[config.mk]
export PLATFORM = sky130hd
export DESIGN_NAME = branch_resolve_ctrl
export DESIGN_NICKNAME = d
export VERILOG_FILES = /design/src/rtl/branch_resolve_ctrl_pkg.sv /design/src/rtl/branch_resolve_ctrl_cond_eval.sv /design/src/rtl/branch_resolve_ctrl.sv
export SDC_FILE = /design/constraint.sdc
export NUM_CORES = 1
export LEC_CHECK = 0
export BUFFER_PORTS_ARGS = -buffer_cell sky130_fd_sc_hd__buf_2
export CORE_UTILIZATION = 49
export CTS_CLUSTER_SIZE = 20
export DETAILED_ROUTE_END_ITERATION = 16
export GPL_ROUTABILITY_DRIVEN = 0
export PLACE_DENSITY = 0.86
export SKIP_CTS_REPAIR_TIMING = 1
export SLEW_MARGIN = 20
export SYNTH_ARGS = -nofsm -noshare
export SYNTH_HDL_FRONTEND = slang
export SYNTH_SLANG_ARGS = --single-unit
[constraint.sdc]
create_clock -name clk -period 5.3 [get_ports clk]
set_input_delay 1.06 -clock clk [delete_from_list [all_inputs] [get_ports clk]]
set_output_delay 1.06 -clock clk [all_outputs]
set_load 0.1 [all_outputs]
[src/rtl/branch_resolve_ctrl_pkg.sv]
// Shared encodings for the branch resolution controller: condition-code fields and FSM states.
package branch_resolve_ctrl_pkg;

    localparam int COND_OP_LSB = 0;
    localparam int COND_OP_MSB = 1;
    localparam int COND_ZERO   = 2;
    localparam int COND_INV    = 3;

    localparam logic [1:0] COND_F   = 2'b00;
    localparam logic [1:0] COND_EQ  = 2'b01;
    localparam logic [1:0] COND_LT  = 2'b10;
    localparam logic [1:0] COND_LTE = 2'b11;

    typedef enum logic [1:0] {
        ST_IDLE = 2'd0,
        ST_ARB  = 2'd1,
        ST_WAIT = 2'd2,
        ST_DONE = 2'd3
    } state_e;

endpackage

[src/rtl/branch_resolve_ctrl_cond_eval.sv]
// Combinational condition evaluation on the ALU difference d = A - B.
module branch_resolve_ctrl_cond_eval
    import branch_resolve_ctrl_pkg::*;
#(
    parameter int DBITS = 32
) (
    input  logic [3:0]       cond,
    input  logic [DBITS-1:0] d,
    output logic             taken
);

    logic eq;
    logic lt;
    logic base;

    // Signed overflow is deliberately ignored: the sign bit alone decides "less than".
    assign eq = (d == '0);
    assign lt = d[DBITS-1];

    always_comb begin
        base = 1'b0;
        unique case (cond[COND_OP_MSB:COND_OP_LSB])
            COND_F:   base = 1'b0;
            COND_EQ:  base = eq;
            COND_LT:  base = lt;
            COND_LTE: base = eq | lt;
            default:  base = 1'b0;
        endcase
    end

    assign taken = base ^ cond[COND_INV];

endmodule

[src/rtl/branch_resolve_ctrl.sv]
// Branch resolution sequencer: arbitrates for the shared ALU, evaluates the condition, hands the
// redirect to fetch. Define BRANCH_STATS_EN to add saturating handoff/taken counters.
module branch_resolve_ctrl
    import branch_resolve_ctrl_pkg::*;
#(
    parameter int DBITS = 32
) (
    input  logic             clk,
    input  logic             reset,
    input  logic             req_valid,
    output logic             req_ready,
    input  logic [3:0]       req_cond,
    input  logic [DBITS-1:0] req_srcA,
    input  logic [DBITS-1:0] req_srcB,
    input  logic [DBITS-1:0] req_pc,
    input  logic [DBITS-1:0] req_offset,
    output logic             alu_req,
    input  logic             alu_gnt,
    output logic [DBITS-1:0] alu_inA,
    output logic [DBITS-1:0] alu_inB,
    input  logic [DBITS-1:0] alu_result,
    output logic             res_valid,
    input  logic             res_ready,
    output logic             res_taken,
    output logic [DBITS-1:0] res_target
`ifdef BRANCH_STATS_EN
    ,
    output logic [31:0]      stat_total,
    output logic [31:0]      stat_taken
`endif
);

    state_e           state_q;
    logic [3:0]       cond_q;
    logic [DBITS-1:0] pc_q;
    logic [DBITS-1:0] off_q;
    logic             alu_req_q;
    logic [DBITS-1:0] alu_ina_q;
    logic [DBITS-1:0] alu_inb_q;
    logic             res_valid_q;
    logic             res_taken_q;
    logic [DBITS-1:0] res_target_q;

    logic [3:0]       eval_cond_d;
    logic [DBITS-1:0] tgt_pc_d;
    logic [DBITS-1:0] tgt_off_d;
    logic [DBITS-1:0] seq_pc_d;
    logic [DBITS-1:0] target_d;
    logic             taken_d;

    // One evaluator serves both the F/T shortcut in IDLE and the ALU result in WAIT.
    always_comb begin
        eval_cond_d = cond_q;
        tgt_pc_d    = pc_q;
        tgt_off_d   = off_q;
        if (state_q == ST_IDLE) begin
            eval_cond_d = req_cond;
            tgt_pc_d    = req_pc;
            tgt_off_d   = req_offset;
        end
        seq_pc_d = tgt_pc_d + DBITS'(4);
        target_d = taken_d ? (seq_pc_d + {tgt_off_d[DBITS-3:0], 2'b00}) : seq_pc_d;
    end

    branch_resolve_ctrl_cond_eval #(.DBITS(DBITS)) u_cond_eval (
        .cond  (eval_cond_d),
        .d     (alu_result),
        .taken (taken_d)
    );

    always_ff @(posedge clk or posedge reset) begin
        if (reset) begin
            state_q      <= ST_IDLE;
            cond_q       <= '0;
            pc_q         <= '0;
            off_q        <= '0;
            alu_req_q    <= 1'b0;
            alu_ina_q    <= '0;
            alu_inb_q    <= '0;
            res_valid_q  <= 1'b0;
            res_taken_q  <= 1'b0;
            res_target_q <= '0;
        end else begin
            unique case (state_q)
                ST_IDLE: begin
                    if (req_valid) begin
                        cond_q    <= req_cond;
                        pc_q      <= req_pc;
                        off_q     <= req_offset;
                        alu_ina_q <= req_srcA;
                        alu_inb_q <= req_cond[COND_ZERO] ? '0 : req_srcB;
                        if (req_cond[COND_OP_MSB:COND_OP_LSB] == COND_F) begin
                            res_taken_q  <= taken_d;
                            res_target_q <= target_d;
                            state_q      <= ST_DONE;
                        end else begin
                            alu_req_q <= 1'b1;
                            state_q   <= ST_ARB;
                        end
                    end
                end
                ST_ARB: begin
                    if (alu_gnt) begin
                        alu_req_q <= 1'b0;
                        state_q   <= ST_WAIT;
                    end
                end
                ST_WAIT: begin
                    res_taken_q  <= taken_d;
                    res_target_q <= target_d;
                    state_q      <= ST_DONE;
                end
                ST_DONE: begin
                    // First DONE cycle raises valid; the decision is then held until fetch takes it.
                    if (!res_valid_q) begin
                        res_valid_q <= 1'b1;
                    end else if (res_ready) begin
                        res_valid_q <= 1'b0;
                        state_q     <= ST_IDLE;
                    end
                end
                default: state_q <= ST_IDLE;
            endcase
        end
    end

    assign req_ready  = (state_q == ST_IDLE);
    assign alu_req    = alu_req_q;
    assign alu_inA    = alu_ina_q;
    assign alu_inB    = alu_inb_q;
    assign res_valid  = res_valid_q;
    assign res_taken  = res_taken_q;
    assign res_target = res_target_q;

`ifdef BRANCH_STATS_EN
    logic [31:0] stat_total_q;
    logic [31:0] stat_taken_q;

    always_ff @(posedge clk or posedge reset) begin
        if (reset) begin
            stat_total_q <= '0;
            stat_taken_q <= '0;
        end else if (res_valid_q && res_ready) begin
            if (stat_total_q != 32'hFFFF_FFFF) begin
                stat_total_q <= stat_total_q + 32'd1;
            end
            if (res_taken_q && (stat_taken_q != 32'hFFFF_FFFF)) begin
                stat_taken_q <= stat_taken_q + 32'd1;
            end
        end
    end

    assign stat_total = stat_total_q;
    assign stat_taken = stat_taken_q;
`endif

endmodule

Word-level counts from Yosys, hierarchy flattened
Index checks and enable logic that the tools add are counted.
Word-level totals
  flip-flop bits (word level): 167
  input bits: 169
  output and inout port bits: 100
  word-level logic and storage cells: 60
Operators by class
  add/subtract/negate cells: 2
  equality and inequality tests: 12
  mux-type cells: 24
  bitwise gates (word level): 2
  reductions and logical operators: 10
Operators by type and width (number)
  $mux 32: 5
  $pmux 32 s2: 1
  $add 32x3->32 const B: 1
  $add 32x32->32: 1
  $logic_not 32->1: 1
  $mux 30: 1
  $mux 2: 5
  $ne 2x2->1 const B: 5
  $eq 2x2->1 const B: 4
  $pmux 2 s4: 1
  $reduce_and 4->1: 2
  $mux 1: 7
  $logic_not 2->1: 3
  $eq 2x1->1 const B: 2
  $mux 4: 1
  $pmux 1 s2: 2
  $pmux 1 s4: 1
  $reduce_bool 2->1: 2
  $reduce_and 3->1: 1
  $ne 2x1->1 const B: 1
  $reduce_and 2->1: 1
  $or 1x1->1: 1
  $xor 1x1->1: 1

Logic depth before layout (Yosys ltp)
  word-level depth: 9
  gate-level depth with buffers: 25
  mapped depth without buffers: 19

Cells and area by module
From an unflattened synthesis, not the netlist that was laid out.
Second synthesis, totals
  cell total of the unflattened synthesis: 957
  area total of the unflattened synthesis: 9815.7 um^2
By module, submodules not included
  branch_resolve_ctrl: instances 1, cells an instance 942, area an instance 9695.5 um^2, seq. area each 4179.0 um^2
  branch_resolve_ctrl_cond_eval: instances 1, cells an instance 15, area an instance 120.1 um^2, seq. area each 0.0 um^2

Worst setup path after synthesis
Ideal clock, no wire load.
  path type: reg-to-reg
  from: reg state_q[0]
  to: reg res_target_q[31], in the netlist res_target[31]
  library setup time: 0.072 ns
  arrival time: 5.719 ns
  data required time: 5.228 ns
  setup slack: -0.491 ns
  cell stages (with the launch flop): 26
  buffers on the path: 6
  period minus slack after synthesis: 5.791 ns
  cells stage by stage: dfrtp_1 > inv_1 > ha_1 > buf_6 > buf_2 > buf_4 > buf_2 > buf_2 > mux2_2 > ha_1 > inv_1 > a211oi_4 > nand4_4 > o21a_1 > o21ai_0 > o21ai_1 > ha_1 > clkbuf_1 > and3_1 > nand4_1 > nor2_1 > o221ai_1 > o21a_1 > o21ai_1 > mux2_1 > nand3_1
Between the ends
  cells in the longest elaborated chain, start to end: 9
  elaborated cells on any way between the ends: 21
  those cells by class: add/sub (2); eq/ne (6); mux (8); bitwise (1); reduce/logical (4)
Ends and longest elaborated chain
  from (decl): RTL line branch_resolve_ctrl.sv:33  | state_e state_q;
  from (signal assigned): RTL line branch_resolve_ctrl.sv:73  | state_q <= ST_IDLE;
  from (signal assigned): RTL line branch_resolve_ctrl.sv:95  | state_q <= ST_DONE;
  from (signal assigned): RTL line branch_resolve_ctrl.sv:98  | state_q <= ST_ARB;
  $logic_not 2->1 (*)
  net req_ready: RTL line branch_resolve_ctrl.sv:11  | output logic req_ready,
  parallel branches: the longest is 8 deep, another holds $add 32x3->32
  to (signal assigned): RTL line branch_resolve_ctrl.sv:94  | res_target_q <= target_d;
  to (signal assigned): RTL line branch_resolve_ctrl.sv:110  | res_target_q <= target_d;
  to (decl): RTL line branch_resolve_ctrl.sv:42  | logic [DBITS-1:0] res_target_q;
Mark *: on every way through the listed nets, which the timed path passes. The select of a mux whose other input is x is not followed.
A chain may end at the register's enable or synchronous reset.

Worst setup path in the final report
  from: reg state_q[0]
  to: reg res_target_q[30], in the netlist res_target[30]
Between the ends
  cells in the longest elaborated chain, start to end: 9
  elaborated cells on any way between the ends: 21
  those cells by class: add/sub (2); eq/ne (6); mux (8); bitwise (1); reduce/logical (4)
Ends and longest elaborated chain
  parallel branches: the longest is 9 deep, another holds $add 32x3->32
Parallel ways; which one is timed is not known. The select of a mux whose other input is x is not followed.

==> impl_metrics.csv <==
group,metric,value,unit
synth,syn_nets,1183,
global_route,met2_usage,43.4,%
detailed_routing,via_count,8416,
floorplan,ioPinCount,269,
flow_run,drv_cap,0,
global_route,antenna_found_initial,4,
floorplan,die-height,145,um
clock_tree,clock_tree.root_cell,"clkbuf_16",
critical_path,worst-path-stages,19,
critical_path,critical_path_class,"flop to flop",
synth,synth_cells,973,
cells_and_area,drive_gt1_share,37.8,%
global_route,grt_pass1_wl,41800,um
placed_design,io_buffers,266,
critical_path,path_delay_family,"compound AO/OA/AOI/OAI gates",
sta,rsz0062_at_grt,"false",
clock_tree,cts_buffer_depth,2,
sta,final.min_clock_period,4.81,ns
worst_hold_path,hold_depth,2,
clock_tree,clk_pin_slew,0.07,ns
critical_path,crit_path_start_kind,"flop",
synth,synth_edf_count,0,
critical_path,path_cells,"inv_1 -> ha_4 -> mux2_2 -> ha_1 -> inv_1 -> a211oi_4 -> and2_1 -> nand4_1 -> xor2_1 -> mux2i_1 -> ha_1 -> nand3_1 -> and2b_1 -> nand3_1 -> nand3_1 -> o21ai_2 -> a2111oi_0 -> o2111a_1 -> nor3_1",
detailed_routing,drt_iter0_markers,469,
cells_and_area,nFillCells,1594,
sta,tns,0,ns
floorplan,core_area,19800,um2
sta,hold_viol,0,
sta,slew_violations,0,
critical_path,r2r_cells,19,
clock_tree,insertion_delay,0.43,ns
floorplan,rows,51,
sta,fmax,208,MHz
synth,synthSimpleGateAreaFrac,14.2,%
clock_tree,numCtsBuffers,17,
synth,yosys.cell_types.count,74,
synth,yosys.area_share.xor_xnor,4.69,%
sta,worst_pin_slew,0.816,ns
detailed_routing,postRouteAntennaNets,0,
cells_and_area,final_nets,1436,
clock_tree,h-tree-depth,4,
critical_path,required,5.61,ns
synth,synth_compound_area_share,13.1,%
floorplan,dieArea,21000,um2
global_route,grt_use_total,24.8,%
sta,final-setup-viol-count,0,
synth,synth_ff_type,"dfrtp_1",
global_route,grt_overflow,0,
clock_tree,cts_tree,"built",
sta,slew_headroom,45.6,%
synth,synthesis.area,10000,um2
synth,yosysWarnings,0,
global_route,use_met3,6.89,%
worst_hold_path,hold_class,"flop to flop",
critical_path,worstPathArrival,5.12,ns
cells_and_area,multiInputGateArea,5640,um2
floorplan,die_w,145,um
critical_path,path_buf_inv,2,
synth,yosysTopAreaCell,"dfrtp_1",
detailed_routing,first_pass_iters,5,
status,outcome,"finished clean",
detailed_routing,wl_per_cell,17.0,um
critical_path,slowest_stage,"a2111oi_0",
detailed_routing,drc,0,
sta,skew,0.0131,ns
detailed_routing,via_per_inst,5.59,
global_route,busiest_layer,"met2",
synth,synthTopCellsByArea,"dfrtp_1, mux2_2, ha_1, mux2i_1, nand2_1",
critical_path,end_kind,"flop",
floorplan,start_util,50.7,%
synth,async_reset_ff_share,100,%
synth,seq_area_frac_synth,41.4,%
synth,synth_top_family_by_area,"multiplexers",
synth,synth_seq_cells,166,
global_route,grt_pass1_vias,8534,
synth,yosysTopAreaCellShare,41.4,%
global_route,grt_max_degree,113,
sta,whs,0.472,ns
synth,syn_area_per_cell,10.3,um2
placed_design,place_hpwl,19100,um
synth,synthAdderAreaFrac,5.19,%
sta,period_share,90.7,%
detailed_routing,drt-total-wl,25600,um
critical_path,path_common_cell,"nand3_1",
clock_tree,cts_sinks,166,
cells_and_area,synthToLayoutAreaGrowth,22.2,%
cells_and_area,seqCellArea,4150,um2
global_route,gr-usage-met1,29.3,%
critical_path,critPathMaxStageDelay,0.59,ns
critical_path,crit_fanout,20,
synth,muxShareOfSynthArea,18.7,%
==> per-stage QoR <==
stage | cells | instance area (um2) | setup slack, ns | util, %
after floorplan | 973 | 10000 | 0.0230 | -
after global placement | 1472 | 11600 | 0.471 | 58.7
after detailed placement | 1472 | 11600 | 0.345 | 58.7
after CTS | 1503 | 12300 | 0.516 | 61.9
after global routing | 1504 | 12300 | 0.0263 | 61.9
final | 1506 | 12300 | 0.492 | 62.0
==> sequential cells by signal, summed over array words and instances, names as in the netlist <==
register	cells
alu_inA	32
alu_inB	32
pc_q	32
res_target	32
off_q	30
cond_q	3
state_q	2
alu_req	1
res_taken	1
res_valid	1
==> synthesized netlist by cell type, types with 23 or more instances <==
master / n
xor2_1: 27
o21ai_0: 63
nand2_1: 104
a21oi_1: 57
nor2_1: 49
mux2i_1: 39
ha_1: 40
xnor2_1: 23
mux2_2: 131
nand2b_1: 40
dfrtp_1: 166
==> per-layer routing <==
metal	vias up	wire [um]
met3	32	1980
met1	4080	10300
met5	-	0
met4	0	414
li1	3988	-
met2	316	12900
==> logic make-up after synthesis <==
kind of cell,after synthesis
simple gates,277
compound gates,209
mux,171
flops,166
buf+inv,57
xor+xnor,52
fa+ha+maj,41
==> cell usage in the layout, fill, tap and decap left out, types with 7 or more instances in the layout <==
master | Yosys | routed
o21ai_1 | 15 | 15
nor4_1 | 8 | 8
mux2_2 | 131 | 131
dfrtp_1 | 166 | 166
a21o_1 | 22 | 22
inv_1 | 12 | 11
nand3_1 | 17 | 17
buf_4 | 3 | 12
nand2b_1 | 40 | 40
nor3_1 | 8 | 8
xor2_1 | 27 | 27
buf_2 | 12 | 266
clkbuf_16 | 0 | 17
nor2_1 | 49 | 49
nand4_1 | 10 | 10
mux2i_1 | 39 | 39
o21ai_0 | 63 | 63
ha_1 | 40 | 39
a31oi_1 | 7 | 7
a21oi_1 | 57 | 57
xnor2_1 | 23 | 23
nand2_1 | 104 | 103
==> worst register-to-register path, stage by stage (launching register included) <==
cell       delay [ns]
dfrtp_1          0.41
inv_1            0.14
ha_4             0.35
mux2_2           0.25
ha_1             0.18
inv_1            0.09
a211oi_4         0.38
and2_1           0.26
nand4_1          0.14
xor2_1           0.18
mux2i_1          0.13
ha_1             0.42
nand3_1          0.15
and2b_1          0.24
nand3_1          0.12
nand3_1          0.21
o21ai_2          0.13
a2111oi_0        0.59
o2111a_1         0.28
nor3_1           0.05
==> layout make-up <==
class	count	area share, %
multi-input cells	750	46.0
diodes	3	0.0612
clock buffers	17	3.47
flip-flops and latches	166	33.9
clock inverters	14	1.72
well taps	265	2.70
repair buffers	279	11.8
inverters	12	0.398
==> worst paths after layout <==
check,start,end,slack [ns]
worst max-delay path,state_q[0],res_target[30],0.49
worst min-delay path,alu_inB[17],alu_inB[17],0.47
worst max register to register,state_q[0],res_target[30],0.49
worst min register to register,alu_inB[17],alu_inB[17],0.47
max in group asynchronous,reset,alu_inB[10],3.52
min in group asynchronous,reset,res_valid,0.72
Power is not shown: default switching activity piles up to over one toggle a cycle in this logic, so the estimate is an artifact.
